`config.mk`:
```
export PLATFORM = sky130hd
export DESIGN_NAME = mem_arbiter_flat
export DESIGN_NICKNAME = d
export VERILOG_FILES = /design/src/rtl/mem_arb_pkg.sv /design/src/rtl/mem_arbiter_if.sv /design/src/rtl/mem_arbiter.sv /design/src/flat_wrapper.sv
export SDC_FILE = /design/constraint.sdc
export NUM_CORES = 1
export LEC_CHECK = 0
export ABC_CLOCK_PERIOD_IN_PS = 3800
export BUFFER_PORTS_ARGS = -buffer_cell sky130_fd_sc_hd__buf_2
export CAP_MARGIN = 30
export CORE_MARGIN = 10
export CORE_UTILIZATION = 42
export DETAILED_ROUTE_END_ITERATION = 7
export PLACE_DENSITY_LB_ADDON = 0.05
export RECOVER_POWER = 25
export REMOVE_ABC_BUFFERS = 1
export SETUP_SLACK_MARGIN = 0.5
export SLEW_MARGIN = 40
export SYNTH_ARGS = -nofsm -noshare
export SYNTH_HDL_FRONTEND = slang
export SYNTH_SLANG_ARGS = --single-unit
```
`constraint.sdc`:
```
create_clock -name clk -period 3.8 [get_ports clk]
set_clock_uncertainty 0.05 [all_clocks]
set_input_delay 0 -clock clk [delete_from_list [all_inputs] [get_ports clk]]
set_output_delay 0 -clock clk [all_outputs]
set_load 0.01 [all_outputs]
```
`src/rtl/mem_arb_pkg.sv`:
```
// Shared types and constants for the unified memory-port arbiter.
package mem_arb_pkg;

  typedef enum logic [1:0] {
    ARB_IDLE,
    ARB_IF,
    ARB_LS
  } arb_state_e;

  localparam logic [3:0] MASK_WORD = 4'b1111;

endpackage

```
`src/rtl/mem_arbiter_if.sv`:
```
// Bundle of fetch, load/store and memory-side signals around the arbiter.
interface mem_arbiter_if #(
  parameter int ADDRESS = 32,
  parameter int DATA    = 32
);

  logic               if_req;
  logic [ADDRESS-1:0] if_addr;
  logic               if_gnt;
  logic               if_valid;
  logic [DATA-1:0]    if_rdata;

  logic               ls_req;
  logic               ls_we_re;
  logic [3:0]         ls_mask;
  logic [ADDRESS-1:0] ls_addr;
  logic [DATA-1:0]    ls_wdata;
  logic               ls_gnt;
  logic               ls_valid;
  logic [DATA-1:0]    ls_rdata;

  logic               mem_request;
  logic               mem_we_re;
  logic [3:0]         mem_mask;
  logic [ADDRESS-1:0] mem_addr;
  logic [DATA-1:0]    mem_wdata;
  logic               mem_ack;
  logic [DATA-1:0]    mem_rdata;

  logic               stall_fetch;

  // Arbiter view.
  modport slave (
    input  if_req, if_addr,
    input  ls_req, ls_we_re, ls_mask, ls_addr, ls_wdata,
    input  mem_ack, mem_rdata,
    output if_gnt, if_valid, if_rdata,
    output ls_gnt, ls_valid, ls_rdata,
    output mem_request, mem_we_re, mem_mask, mem_addr, mem_wdata,
    output stall_fetch
  );

  // Requester / memory-model view.
  modport master (
    output if_req, if_addr,
    output ls_req, ls_we_re, ls_mask, ls_addr, ls_wdata,
    output mem_ack, mem_rdata,
    input  if_gnt, if_valid, if_rdata,
    input  ls_gnt, ls_valid, ls_rdata,
    input  mem_request, mem_we_re, mem_mask, mem_addr, mem_wdata,
    input  stall_fetch
  );

endinterface

```
`src/rtl/mem_arbiter.sv`:
```
// Shares one memory port between fetch and the LSU: data-side priority,
// starvation guard for fetch, one outstanding transaction at a time.
module mem_arbiter
  import mem_arb_pkg::*;
#(
  parameter int ADDRESS      = 32,
  parameter int DATA         = 32,
  parameter int STARVE_LIMIT = 4
) (
  input  logic          clk,
  input  logic          rst,
  mem_arbiter_if.slave  bus
);

  localparam int SW = $clog2(STARVE_LIMIT + 1);
  localparam logic [SW-1:0] STARVE_MAX = SW'(STARVE_LIMIT);

  arb_state_e    state_q, state_d;
  logic [SW-1:0] starve_cnt;
  logic          gnt_if, gnt_ls;

  // NOTE: sequential state uses non-blocking (<=) so every register samples
  // pre-edge values; blocking here would create order-dependent races.
  always_ff @(posedge clk or posedge rst) begin
    if (rst) state_q <= ARB_IDLE;
    else     state_q <= state_d;
  end

  // NOTE: every output of this block is defaulted first so no path leaves a
  // variable unassigned, which would otherwise infer a latch.
  always_comb begin
    state_d = state_q;
    gnt_if  = 1'b0;
    gnt_ls  = 1'b0;
    unique case (state_q)
      ARB_IDLE: begin
        if (bus.if_req && (!bus.ls_req || starve_cnt == STARVE_MAX)) begin
          gnt_if  = 1'b1;
          state_d = ARB_IF;
        end else if (bus.ls_req) begin
          gnt_ls  = 1'b1;
          state_d = ARB_LS;
        end
      end
      ARB_IF, ARB_LS: begin
        if (bus.mem_ack) state_d = ARB_IDLE;
      end
      default: state_d = ARB_IDLE;
    endcase
  end

  assign bus.if_gnt      = gnt_if;
  assign bus.ls_gnt      = gnt_ls;
  assign bus.stall_fetch = bus.if_req & ~gnt_if;

  // Transaction fields are captured at grant so requesters are free to move on.
  always_ff @(posedge clk or posedge rst) begin
    if (rst) begin
      bus.mem_request <= 1'b0;
      bus.mem_we_re   <= 1'b0;
      bus.mem_mask    <= 4'b0000;
      bus.mem_addr    <= {ADDRESS{1'b0}};
      bus.mem_wdata   <= {DATA{1'b0}};
      bus.if_valid    <= 1'b0;
      bus.ls_valid    <= 1'b0;
      bus.if_rdata    <= {DATA{1'b0}};
      bus.ls_rdata    <= {DATA{1'b0}};
    end else begin
      bus.if_valid <= 1'b0;
      bus.ls_valid <= 1'b0;
      if (gnt_if) begin
        bus.mem_request <= 1'b1;
        bus.mem_we_re   <= 1'b0;
        bus.mem_mask    <= MASK_WORD;
        bus.mem_addr    <= bus.if_addr;
        bus.mem_wdata   <= {DATA{1'b0}};
      end else if (gnt_ls) begin
        bus.mem_request <= 1'b1;
        bus.mem_we_re   <= bus.ls_we_re;
        bus.mem_mask    <= bus.ls_mask;
        bus.mem_addr    <= bus.ls_addr;
        bus.mem_wdata   <= bus.ls_wdata;
      end else if (bus.mem_ack && state_q != ARB_IDLE) begin
        bus.mem_request <= 1'b0;
        if (state_q == ARB_IF) begin
          bus.if_valid <= 1'b1;
          bus.if_rdata <= bus.mem_rdata;
        end else begin
          bus.ls_valid <= 1'b1;
          if (!bus.mem_we_re) bus.ls_rdata <= bus.mem_rdata;
        end
      end
    end
  end

  // Counts LS wins that happened while fetch was waiting.
  always_ff @(posedge clk or posedge rst) begin
    if (rst) begin
      starve_cnt <= '0;
    end else if (gnt_if) begin
      starve_cnt <= '0;
    end else if (gnt_ls && bus.if_req && starve_cnt != STARVE_MAX) begin
      starve_cnt <= starve_cnt + 1'b1;
    end
  end

endmodule

```
`src/flat_wrapper.sv`:
```
// flat-port wrapper written by rule: the top's interface ports become plain ports
module mem_arbiter_flat import mem_arb_pkg::*;
#(
  parameter int ADDRESS      = 32,
  parameter int DATA         = 32,
  parameter int STARVE_LIMIT = 4
)
  (clk, rst, bus_if_req, bus_if_addr, bus_ls_req, bus_ls_we_re, bus_ls_mask, bus_ls_addr, bus_ls_wdata, bus_mem_ack, bus_mem_rdata, bus_if_gnt, bus_if_valid, bus_if_rdata, bus_ls_gnt, bus_ls_valid, bus_ls_rdata, bus_mem_request, bus_mem_we_re, bus_mem_mask, bus_mem_addr, bus_mem_wdata, bus_stall_fetch);
  mem_arbiter_if #(.ADDRESS(ADDRESS), .DATA(DATA)) bus_i ();
  input  logic clk;
  input  logic rst;
  input wire logic [$bits(bus_i.if_req)-1:0] bus_if_req;
  input wire logic [$bits(bus_i.if_addr)-1:0] bus_if_addr;
  input wire logic [$bits(bus_i.ls_req)-1:0] bus_ls_req;
  input wire logic [$bits(bus_i.ls_we_re)-1:0] bus_ls_we_re;
  input wire logic [$bits(bus_i.ls_mask)-1:0] bus_ls_mask;
  input wire logic [$bits(bus_i.ls_addr)-1:0] bus_ls_addr;
  input wire logic [$bits(bus_i.ls_wdata)-1:0] bus_ls_wdata;
  input wire logic [$bits(bus_i.mem_ack)-1:0] bus_mem_ack;
  input wire logic [$bits(bus_i.mem_rdata)-1:0] bus_mem_rdata;
  output wire logic [$bits(bus_i.if_gnt)-1:0] bus_if_gnt;
  output wire logic [$bits(bus_i.if_valid)-1:0] bus_if_valid;
  output wire logic [$bits(bus_i.if_rdata)-1:0] bus_if_rdata;
  output wire logic [$bits(bus_i.ls_gnt)-1:0] bus_ls_gnt;
  output wire logic [$bits(bus_i.ls_valid)-1:0] bus_ls_valid;
  output wire logic [$bits(bus_i.ls_rdata)-1:0] bus_ls_rdata;
  output wire logic [$bits(bus_i.mem_request)-1:0] bus_mem_request;
  output wire logic [$bits(bus_i.mem_we_re)-1:0] bus_mem_we_re;
  output wire logic [$bits(bus_i.mem_mask)-1:0] bus_mem_mask;
  output wire logic [$bits(bus_i.mem_addr)-1:0] bus_mem_addr;
  output wire logic [$bits(bus_i.mem_wdata)-1:0] bus_mem_wdata;
  output wire logic [$bits(bus_i.stall_fetch)-1:0] bus_stall_fetch;
  assign bus_i.if_req = bus_if_req;
  assign bus_i.if_addr = bus_if_addr;
  assign bus_i.ls_req = bus_ls_req;
  assign bus_i.ls_we_re = bus_ls_we_re;
  assign bus_i.ls_mask = bus_ls_mask;
  assign bus_i.ls_addr = bus_ls_addr;
  assign bus_i.ls_wdata = bus_ls_wdata;
  assign bus_i.mem_ack = bus_mem_ack;
  assign bus_i.mem_rdata = bus_mem_rdata;
  assign bus_if_gnt = bus_i.if_gnt;
  assign bus_if_valid = bus_i.if_valid;
  assign bus_if_rdata = bus_i.if_rdata;
  assign bus_ls_gnt = bus_i.ls_gnt;
  assign bus_ls_valid = bus_i.ls_valid;
  assign bus_ls_rdata = bus_i.ls_rdata;
  assign bus_mem_request = bus_i.mem_request;
  assign bus_mem_we_re = bus_i.mem_we_re;
  assign bus_mem_mask = bus_i.mem_mask;
  assign bus_mem_addr = bus_i.mem_addr;
  assign bus_mem_wdata = bus_i.mem_wdata;
  assign bus_stall_fetch = bus_i.stall_fetch;
  mem_arbiter #(.ADDRESS(ADDRESS), .DATA(DATA), .STARVE_LIMIT(STARVE_LIMIT)) u_core (.clk(clk), .rst(rst), .bus(bus_i));
endmodule
```
**Word level (Yosys, flattened, before mapping)**

Index checks and enable logic that the tools add are counted.

- Register bits: 141
- Input bits: 138
- Logic and storage cells: 68

- Add/subtract/negate cells: 1
- Equality and inequality tests: 6
- Multiplexer cells: 30
- Bitwise gates (word level): 5
- Reductions and logical operators: 15

Operators with widths:

| kind | number |
|---|---|
| 32-bit 2-to-1 mux | 4 |
| 1-bit 2-to-1 mux | 18 |
| 4-bit 2-to-1 mux | 2 |
| 2-bit 2-to-1 mux | 3 |
| 3-bit 2-to-1 mux | 2 |
| 2-bit nonzero test | 3 |
| 5-bit AND reduction | 1 |
| 1-bit logical AND | 4 |
| 1-bit inverter | 4 |
| 2-bit one-hot mux with 2 select lines | 1 |
| 4-bit AND reduction | 1 |
| 3-bit by 1-bit adder with 3-bit output (second input constant) | 1 |
| 3-bit equality test (second input constant) | 1 |
| 3-bit by 2-bit != test with 1-bit output (second input constant) | 1 |
| 3-bit != test (second input constant) | 1 |
| 3-bit nonzero test | 1 |
| 2-bit by 1-bit equality test with 1-bit output (second input constant) | 1 |
| 2-bit equality test (second input constant) | 1 |
| 2-bit zero test | 1 |
| 2-bit != test (second input constant) | 1 |
| 2-bit AND reduction | 1 |
| 2-bit OR reduction | 1 |
| 1-bit AND | 1 |
| 1-bit zero test | 1 |
| 1-bit logical OR | 1 |

**Longest topological paths before layout**

- Word-level depth: 9
- Mapped depth: 8
- Mapped depth without buffers: 6

**Least setup slack after synthesis**

Ideal clock, no wire load.

- Kind: reg2reg
- Start point: register u_core.state_q[0]
- End point: register u_core.bus.ls_rdata[0]
- Data arrival time: 1,578 ps
- Required time: 3,625 ps
- Setup slack: 2,047 ps
- Stages on the path, launching flop included: 9
- Buffers on the path: 3
- Path through: dfrtp_1 -> inv_1 -> ha_1 -> buf_6 -> nor3b_4 -> and2b_1 -> buf_6 -> buf_12 -> mux2_4

- Longest elaborated chain between the ends: 4

RTL lines:

| item | RTL line | RTL |
|---|---|---|
| start, declared | mem_arbiter.sv:18 | `arb_state_e state_q, state_d;` |
| start signal, assigned | mem_arbiter.sv:26 | `else state_q <= state_d;` |
| 2-bit zero test | mem_arbiter.sv:35 | `unique case (state_q)` |
| 1-bit 2-to-1 mux | mem_arbiter.sv:35 |  |
| 1-bit inverter (no line) | n/a |  |
| 5-bit AND reduction (no line) (*) | n/a |  |
| end signal, assigned | mem_arbiter.sv:67 | `bus.ls_rdata <= {DATA{1'b0}};` |
| end signal, assigned | mem_arbiter.sv:90 | `if (!bus.mem_we_re) bus.ls_rdata <= bus.mem_rdata;` |
| end, declared | mem_arbiter_if.sv:38 | `output ls_gnt, ls_valid, ls_rdata,` |

Every way passes the cells marked *; elsewhere a longest branch is shown, timed or not.
A chain may end at the register's enable or synchronous reset.

**Final worst setup path**

- Start point: register u_core.state_q[0]
- End point: register u_core.bus.mem_addr[31]

- Longest elaborated chain between the ends: 3

RTL lines:

| item | RTL line | RTL |
|---|---|---|
| 2-bit zero test (*) | mem_arbiter.sv:35 |  |
| 1-bit 2-to-1 mux | mem_arbiter.sv:35 |  |
| 32-bit 2-to-1 mux / 2-bit nonzero test (equally long branches) | n/a |  |
| end signal, assigned | mem_arbiter.sv:62 | `bus.mem_addr <= {ADDRESS{1'b0}};` |
| end signal, assigned | mem_arbiter.sv:75 | `bus.mem_addr <= bus.if_addr;` |
| end signal, assigned | mem_arbiter.sv:81 | `bus.mem_addr <= bus.ls_addr;` |
| end, declared | mem_arbiter_if.sv:39 | `output mem_request, mem_we_re, mem_mask, mem_addr, mem_wdata,` |

Marks and branches as above.

==> impl_metrics.tcl <==
set metrics [dict create \
    period_share_pct 78.8 \
    ant_nets 0 \
    core_area_um2 13900 \
    run_status "complete, but fails checks" \
    post-route-cell-area_um2 9350 \
    max-clock-path-buffers 2 \
    final_common_cell "buf_2" \
    root_buffer "clkbuf_16" \
    hold_depth 4 \
    n_fill_cell 1125 \
    syn_to_final_growth_pct 55.5 \
    antenna_found_initial 2 \
    fin_crit_ps 2990 \
    dp_cells 948 \
    final_nets 1066 \
    yosys_most_used_dff "dfrtp_1" \
    postCtsSetupBuffers 0 \
    synth.distinct_cells 33 \
    grt_pass1_wl_um 31600 \
    finalSetupViolations 0 \
    slew_headroom_pct -14.8 \
    portBuffers 276 \
    worstHoldEndpoint "u_core.state_q[0]$_DFFE_PP0P_" \
    timing.final.max_slew_violations 85 \
    gp_congestion 0.814 \
    synth_area_per_cell_um2 11.5 \
    cts_tree "built" \
    via_per_inst 4.89 \
    dieHeight_um 140 \
    clock_latency_ps 410 \
    gr-total-overflow 0 \
    drc_errors 0 \
    ir_worst_vdd_uv 357 \
    grt_pass1_vias 5957 \
    track_usage_pct 19.7 \
    cp_data_required_time_ps 4100 \
    drt-total-wl_um 20000 \
    first_iter_violations 249 \
    io_pins 277 \
    violations "capacitance limit, slew limit" \
    dieArea_um2 19500 \
    utilization_pct 67.1 \
    instances_no_fill 1119 \
    cts_sinks 141 \
    cp_max_fo 38 \
    initial_core_util_pct 43.1 \
    ys_ff_latch 141 \
    post_drt_wl_per_cell_um 17.9 \
    cts_buffers 17 \
    dp_hpwl_um 13500 \
    p_leak_nw 4.56 \
    max-cap-violations 1 \
    cts_max_level 4 \
    min_from "bus_if_req" \
    drive_gt1_share_pct 38.4 \
    pre_cts_slack_ps 1290 \
    rsz0062_at_grt "false" \
    timing.fmax_mhz 334 \
    r2r-end "u_core.bus.mem_addr[31]$_DFFE_PP0P_" \
    rr_worst_depth 8 \
    ff2ff_setup_slack_ps 810 \
    cp-start-kind "register" \
    cts.repair.resized 0 \
    synth_edf_count 0 \
    power_density_nw_per_um2 812 \
    syn_inst 524 \
    mostFrequentLayoutCells "252 x buf_2, 141 x dfrtp_1, 137 x dlygate4sd3_1" \
    hp-class "primary input to register" \
    cp-end-kind "register" \
    grt_max_degree 85 \
    fin_ws_ps 806 \
    die_w_um 140 \
    ys_async_sr_fraction_pct 100 \
    power_w 0.00759 \
    critical_path_arrival_ps 3300 \
    finalHoldViolations 0 \
    cts.clk_slew.worst_paths_ps 50 \
    yosysSeqAreaShare_pct 58.7 \
    tightest_slew_ps 1720 \
    syn-cell-area_um2 6010 \
    worstSetupPathType "register to register" \
    placed_area_um2 7440 \
    ys_warn_count 0 \
    dr_total_vias 5474 \
    rows 43 \
    drt-pass1-iter-count 7 \
    reg2reg_from "u_core.state_q[0]$_DFFE_PP0P_" \
]
==> cells by family (layout without fill, tap and decap cells) <==
family	Yosys count	after routing	share of synthesized area [%]
adder cells (fa/ha/maj)	4	4	0.832
buffers and inverters	49	462	4.97
AO/OA/AOI/OAI	139	139	12.6
AND/OR/NAND/NOR	126	126	8.85
other	0	2	0
multiplexers	65	65	14.0
flip-flops	141	141	58.7
==> metrics by stage <==
stage / hold slack, ps / TNS (ps)
2_1_floorplan: 57.3 / -4400
3_5_place_dp: 143 / 0
3_3_place_gp: 137 / 0
6_report: 47.6 / 0
4_1_cts: 43.4 / 0
5_1_grt: 98.5 / 0
==> cell usage after synthesis, types with 2 or more instances <==
cell / n / area share, %
a21oi_1: 65 / 5.4
nor2_1: 32 / 2.0
and2_1: 3 / 0.31
o21ai_0: 34 / 2.8
mux2_2: 34 / 6.4
buf_2: 11 / 0.92
inv_1: 10 / 0.62
o22ai_1: 2 / 0.21
a31oi_1: 32 / 3.3
mux2_4: 30 / 7.5
buf_12: 3 / 1.0
nand3_1: 7 / 0.58
buf_6: 5 / 0.94
dfrtp_1: 141 / 59
buf_4: 4 / 0.50
nand2_1: 77 / 4.8
clkbuf_1: 15 / 0.94
ha_1: 4 / 0.83
==> power breakdown <==
part	total (W)	internal, W	switching (W)	leakage [nW]
clock network	0.00159	0.000996	0.000596	0.275
registers	0.00261	0.00221	0.000402	1.71
logic	0.00338	0.00166	0.00172	2.57
total	0.00759	0.00487	0.00272	4.56
==> critical path, cell delays in order (launching register included) <==
cell	delay, ps
dfrtp_1	380
inv_1	80
ha_1	420
and2_1	190
buf_4	400
nand2_4	140
inv_2	490
a221o_1	240
dlygate4sd3_1	540
==> registers in the layout, indices dropped and copies added, names as in the netlist <==
signal                  flops
u_core.bus.if_rdata        32
u_core.bus.ls_rdata        32
u_core.bus.mem_addr        32
u_core.bus.mem_wdata       32
u_core.bus.mem_mask         4
u_core.starve_cnt           3
u_core.state_q              2
u_core.bus.if_valid         1
u_core.bus.ls_valid         1
u_core.bus.mem_request      1
u_core.bus.mem_we_re        1
==> repair_timing <==
action / in CTS / in global routing
hold endpoints to repair: 219 / 0
endpoints found under the setup margin: 0 / 0
hold buffers: 137 / 0
==> final cells by class <==
| class | count | area (um2) | share of cell area (%) |
|---|---|---|---|
| Multi-Input combinational cell | 334 | 2210 | 23.7 |
| Timing Repair Buffer | 419 | 2770 | 29.6 |
| Inverter | 11 | 45.0 | 0.482 |
| Tap cell | 180 | 225 | 2.41 |
| Clock buffer | 25 | 475 | 5.09 |
| Antenna cell | 2 | 5.00 | 0.0535 |
| Clock inverter | 7 | 87.6 | 0.937 |
| Sequential cell | 141 | 3530 | 37.8 |
==> how the worst max path moves through the flow <==
stage                                        startpoint                                  end  slack [ps]  cells past startpoint
after floorplan                                     rst   u_core.bus.if_rdata[0]$_DFFE_PP0P_         -30                      1
after global placement    u_core.state_q[0]$_DFFE_PP0P_   u_core.bus.ls_rdata[1]$_DFFE_PP0P_        1380                      6
after detailed placement  u_core.state_q[0]$_DFFE_PP0P_   u_core.bus.ls_rdata[1]$_DFFE_PP0P_        1290                      6
after CTS                 u_core.state_q[0]$_DFFE_PP0P_  u_core.bus.mem_addr[31]$_DFFE_PP0P_         810                      8
after global routing      u_core.state_q[0]$_DFFE_PP0P_  u_core.bus.mem_addr[31]$_DFFE_PP0P_         600                      8
final                     u_core.state_q[0]$_DFFE_PP0P_  u_core.bus.mem_addr[31]$_DFFE_PP0P_         810                      8
==> routing by layer <==
metal	vias up	GRT usage [%]	part of all wire [%]
met2	220	32.5	49
met4	0	7.28	1.8
met1	2624	22.5	40
met5	-	0	0
met3	27	7.93	8.7
li1	2603	-	-
Note: power is estimated with default switching activity, not from simulation.
